## src/rtl/fmap_stream_serializer_8ch.sv

```systemverilog
// Buffers 8-channel pooled pixel vectors in a FIFO and replays each one as eight
// sequential channel words on a valid/ready stream, with frame-end marking.
module fmap_stream_serializer_8ch #(
  parameter int unsigned DATA_WIDTH = 32,
  parameter int unsigned WIDTH      = 112,
  parameter int unsigned HEIGHT     = 112,
  parameter int unsigned FIFO_DEPTH = 16
) (
  input  logic                  clk,
  input  logic                  reset,
  input  logic                  valid_in,
  input  logic [DATA_WIDTH-1:0] data_in_0,
  input  logic [DATA_WIDTH-1:0] data_in_1,
  input  logic [DATA_WIDTH-1:0] data_in_2,
  input  logic [DATA_WIDTH-1:0] data_in_3,
  input  logic [DATA_WIDTH-1:0] data_in_4,
  input  logic [DATA_WIDTH-1:0] data_in_5,
  input  logic [DATA_WIDTH-1:0] data_in_6,
  input  logic [DATA_WIDTH-1:0] data_in_7,
  output logic [DATA_WIDTH-1:0] data_out,
  output logic [2:0]            ch_idx,
  output logic                  valid_out,
  input  logic                  ready_in,
  output logic                  last_out,
  output logic                  overflow,
  output logic                  done
);

  localparam int unsigned FRAME_PIX = WIDTH * HEIGHT;
  localparam int unsigned CNT_W     = (FRAME_PIX > 1) ? $clog2(FRAME_PIX) : 1;
  localparam int unsigned AW        = $clog2(FIFO_DEPTH);
  localparam int unsigned PTR_W     = AW + 1;

  typedef logic [7:0][DATA_WIDTH-1:0] vec_t;
  typedef enum logic {IDLE, SEND} state_t;

  state_t           state;
  vec_t             mem [FIFO_DEPTH];
  vec_t             vec_in;
  vec_t             head;
  vec_t             shadow;
  logic [PTR_W-1:0] wr_ptr;
  logic [PTR_W-1:0] rd_ptr;
  logic [CNT_W-1:0] pix_cnt;
  logic             empty;
  logic             full;
  logic             ch7_hs;
  logic             pop;
  logic             push;
  logic             frame_end;

  assign vec_in = {data_in_7, data_in_6, data_in_5, data_in_4,
                   data_in_3, data_in_2, data_in_1, data_in_0};
  assign empty  = (wr_ptr == rd_ptr);
  assign full   = (wr_ptr[AW] != rd_ptr[AW]) && (wr_ptr[AW-1:0] == rd_ptr[AW-1:0]);
  assign head   = mem[rd_ptr[AW-1:0]];

  // A pop frees a slot on the same edge, so a push into a full FIFO still lands then.
  assign ch7_hs    = (state == SEND) && ready_in && (ch_idx == 3'd7);
  assign pop       = !empty && ((state == IDLE) || ch7_hs);
  assign push      = valid_in && (!full || pop);
  assign frame_end = (pix_cnt == CNT_W'(FRAME_PIX - 1));

  always_ff @(posedge clk) begin
    if (push) mem[wr_ptr[AW-1:0]] <= vec_in;
  end

  always_ff @(posedge clk or posedge reset) begin
    if (reset) begin
      wr_ptr   <= '0;
      rd_ptr   <= '0;
      overflow <= 1'b0;
    end else begin
      if (push) wr_ptr <= wr_ptr + PTR_W'(1);
      if (pop)  rd_ptr <= rd_ptr + PTR_W'(1);
      if (valid_in && !push) overflow <= 1'b1;
    end
  end

  // Serializer FSM: shadow holds the vector being replayed, channel by channel.
  always_ff @(posedge clk or posedge reset) begin
    if (reset) begin
      state     <= IDLE;
      shadow    <= '0;
      pix_cnt   <= '0;
      data_out  <= '0;
      ch_idx    <= 3'd0;
      valid_out <= 1'b0;
      last_out  <= 1'b0;
      done      <= 1'b0;
    end else begin
      done <= 1'b0;
      case (state)
        IDLE: begin
          if (pop) begin
            shadow    <= head;
            data_out  <= head[0];
            ch_idx    <= 3'd0;
            valid_out <= 1'b1;
            last_out  <= 1'b0;
            state     <= SEND;
          end
        end
        SEND: begin
          if (ready_in) begin
            if (ch_idx != 3'd7) begin
              ch_idx   <= ch_idx + 3'd1;
              data_out <= shadow[ch_idx + 3'd1];
              last_out <= (ch_idx == 3'd6) && frame_end;
            end else begin
              pix_cnt <= frame_end ? '0 : pix_cnt + CNT_W'(1);
              done    <= frame_end;
              if (pop) begin
                shadow   <= head;
                data_out <= head[0];
                ch_idx   <= 3'd0;
                last_out <= 1'b0;
              end else begin
                valid_out <= 1'b0;
                last_out  <= 1'b0;
                state     <= IDLE;
              end
            end
          end
        end
        default: state <= IDLE;
      endcase
    end
  end

endmodule

```

## config.mk

```make
export PLATFORM = sky130hd
export DESIGN_NAME = fmap_stream_serializer_8ch
export DESIGN_NICKNAME = d
export VERILOG_FILES = /design/src/rtl/fmap_stream_serializer_8ch.sv
export SDC_FILE = /design/constraint.sdc
export NUM_CORES = 2
export LEC_CHECK = 0
export CAP_MARGIN = 20
export CORE_ASPECT_RATIO = 1.75
export CORE_MARGIN = 5
export CORE_UTILIZATION = 60
export CTS_CLUSTER_SIZE = 14
export DETAILED_ROUTE_END_ITERATION = 10
export GPL_TIMING_DRIVEN = 0
export PLACE_DENSITY_LB_ADDON = 0.12
export SYNTH_ARGS = -nofsm -noshare
export SYNTH_HDL_FRONTEND = slang
export SYNTH_SLANG_ARGS = --single-unit
```

## constraint.sdc

```tcl
create_clock -name clk -period 23.1 [get_ports clk]
set_clock_uncertainty 0.2 [all_clocks]
set_input_delay 4.62 -clock clk [delete_from_list [all_inputs] [get_ports clk]]
set_output_delay 4.62 -clock clk [all_outputs]
set_load 0.005 [all_outputs]
```

==> flow_summary.json <==
{
  "drcViolationCount": 0,
  "initial_core_util_pct": 60.2,
  "min_period_ns": 7.69,
  "worstPathMaxFanout": 47,
  "tightest_slew_ns": 1.30,
  "grt_first_pass_wirelength_um": 642000,
  "cts_buffer_depth": 4,
  "crit_path_cell_trace": "clkdlybuf4s50_1, o21a_1, clkbuf_1, and3_4, buf_16, buf_16, buf_16",
  "antenna_found_initial": 96,
  "hold_path.class": "flop to flop",
  "grt_max_degree": 119,
  "p_leak_nw": 61.3,
  "grt_usage_pct": 31.0,
  "syn2layout_area_growth_pct": 13.2,
  "maxCapViolations": 0,
  "seqPwrFrac_pct": 42.7,
  "finalSetupViolations": 0,
  "cts_buffers": 384,
  "cp_common_cell": "buf_16",
  "ys_ff_latch": 4416,
  "power.share.clock_pct": 25.3,
  "wl_per_cell_um": 36.0,
  "synth_cell_types": 45,
  "syn_area_um2": 170000,
  "min_period_over_period_pct": 33.3,
  "syn_inst": 7812,
  "p_total_mw": 23.7,
  "numPortBuffers": 297,
  "post_cts_resized": 0,
  "io_pins": 299,
  "synth_area_leader_cell": "edfxtp_1",
  "synth_nets": 8081,
  "synthFlopType": "edfxtp_1",
  "rows": 258,
  "p_per_area_nw_per_um2": 123,
  "maxSlewHeadroom_pct": 13.3,
  "avgViaCountPerCell": 6.63,
  "dr.pass1.iters": 7,
  "synth_area_per_cell_um2": 21.7,
  "yosysSeqAreaShare_pct": 77.1,
  "drtAntennaViolNets": 0,
  "cts_tree": "built",
  "intPower_mw": 16.0,
  "critPathSlowestCell": "and3_4",
  "cp_num_buf_inv": 5,
  "switching_share_pct": 32.7,
  "gp_congestion": 0.899,
  "synth_commonest_cells": "edfxtp_1 (4096), mux4_2 (832), mux2_2 (638), o22ai_1 (450), mux2i_1 (322)",
  "whs_ns": 0.276,
  "fp.dieW_um": 412,
  "clock-root-buffer": "clkbuf_16",
  "end_kind": "flop",
  "post_dp_cell_area_um2": 181000,
  "status": "finished, final reports clean",
  "fin_nets": 8893,
  "ys_warn_count": 0,
  "cp_data_arrival_time_ns": 8.04,
  "htreeDepth": 5,
  "yosys.area.top_type_share_pct": 72.4,
  "dr.first_iter.drc_count": 9931,
  "yosysMostFrequentCell": "edfxtp_1",
  "fmax_mhz": 130,
  "clock_sinks": 4416,
  "hold_viol_final": 0,
  "post_cts_buffers": 0,
  "post-route-util_pct": 68.1,
  "die_h_um": 714,
  "crit_type": "primary input to flop",
  "drt_wl_total_um": 456000,
  "synth-edff-count": 4096,
  "num_vias": 84000,
  "core_area_um2": 282000,
  "crit_required_ns": 23.45,
  "synth_area_leaders": "edfxtp_1 (72%), mux4_2 (11%), dfrtp_1 (4.7%)",
  "dieArea_um2": 294000,
  "ir_worst_vdd_uv": 77.7,
  "rsz0062_at_grt": "false",
  "netSwitchingPower_mw": 7.75,
  "final_cell_area_um2": 192000,
  "setup_tns_ns": 0,
  "drv_slew": 0,
  "dpl.hpwl_um": 303000,
  "grt_pass1_vias": 86600,
  "p_comb_share_pct": 32.0,
  "critPathMaxStageDelay_ns": 0.82,
  "worst_setup_path_start_kind": "primary input",
  "final_layout_size_suffix_gt1_share_pct": 26.0,
  "synth-async-reset-ratio_pct": 7.25,
  "insertion_delay_ns": 0.93,
  "grt-ovfl-total": 0,
  "cp_top_family": "buffers and inverters",
  "clk_pin_slew_ns": 0.06,
  "n_fill_cell": 17700,
  "cts_hold_buffers": 0
}
-- power groups by stage --
| stage | Combinational, mW | Sequential, mW | Clock [mW] |
|---|---|---|---|
| floorplan | 4.38 | 10.3 | 0 |
| global placement | 7.30 | 10.7 | 0 |
| detailed placement | 7.60 | 10.3 | 0 |
| CTS | 7.63 | 10.1 | 6.07 |
| global route | 7.81 | 10.2 | 6.41 |
| finish | 7.58 | 10.1 | 6.00 |
-- sequential cells by signal, summed over array words and instances, names as in the netlist --
register / flops
rd_ptr: 5
data_out: 32
mem: 4096
state: 1
ch_idx: 3
shadow: 256
done: 1
valid_out: 1
pix_cnt: 14
wr_ptr: 5
overflow: 1
last_out: 1
-- layout by cell type, fill, tap and decap left out, types with 72 or more instances in the layout --
cell type,n
clkbuf_16,393
clkdlybuf4s50_1,297
inv_1,72
buf_16,90
mux2_2,638
dfrtp_1,320
o22ai_1,450
mux2i_1,322
clkbuf_1,291
buf_2,139
edfxtp_1,4096
mux4_2,832
o21ai_0,194
-- through the flow --
stage | std cells | worst slack, ns
6_report | 12700 | 15.41
2_1_floorplan | 7812 | 5.65
3_5_place_dp | 12000 | 14.65
4_1_cts | 12600 | 15.60
3_3_place_gp | 11900 | -8.26
5_1_grt | 12700 | 15.44
-- final cells by class --
type | instances | area, um^2 | area share (%)
sequential | 4416 | 131000 | 68.1
multi-input combinational | 2856 | 36200 | 18.8
clock buffer | 528 | 10600 | 5.49
timing repair buffer | 426 | 6170 | 3.21
tap | 3770 | 4720 | 2.45
buffer | 465 | 2470 | 1.29
clock inverter | 104 | 694 | 0.361
inverter | 75 | 297 | 0.154
antenna | 39 | 97.6 | 0.0508
-- worst paths after layout --
check                            start     endpoint  slack, ns  depth (start not counted)
setup / recovery              valid_in  mem[6][171]      15.41                          7
hold / removal             pix_cnt[13]  pix_cnt[13]       0.28                          1
setup reg to reg             ch_idx[0]  data_out[7]      18.31                         10
hold reg to reg            pix_cnt[13]  pix_cnt[13]       0.28                          1
max in group asynchronous        reset  shadow[121]      16.93                          4
min in group asynchronous        reset  shadow[208]       4.14                          2
-- metal layers --
metal  vias to the layer above  part of all wire (%)  track usage [%]
li1                      34300                     -                -
met1                     44500                    33             37.2
met2                      4094                    51             52.5
met3                      1086                   8.0             6.10
met4                        88                   7.4             18.9
met5                         -                  0.13                0
-- logic make-up (layout without fill, tap and decap cells) --
kind of cell               after synthesis  count (layout)  synth area share [%]
other                                    0              39                     0
buffers and inverters                  540            1598                  1.62
muxes                                 1860            1860                  17.6
and+or+nand+nor                        107             107                 0.352
AOI/OAI and AO/OA                      858             858                  3.13
xor gates and xnor gates                22              22                 0.118
adders and majority gates                9               9                0.0663
DFF                                   4416            4416                  77.1
Note: power is estimated with default switching activity, not from simulation.
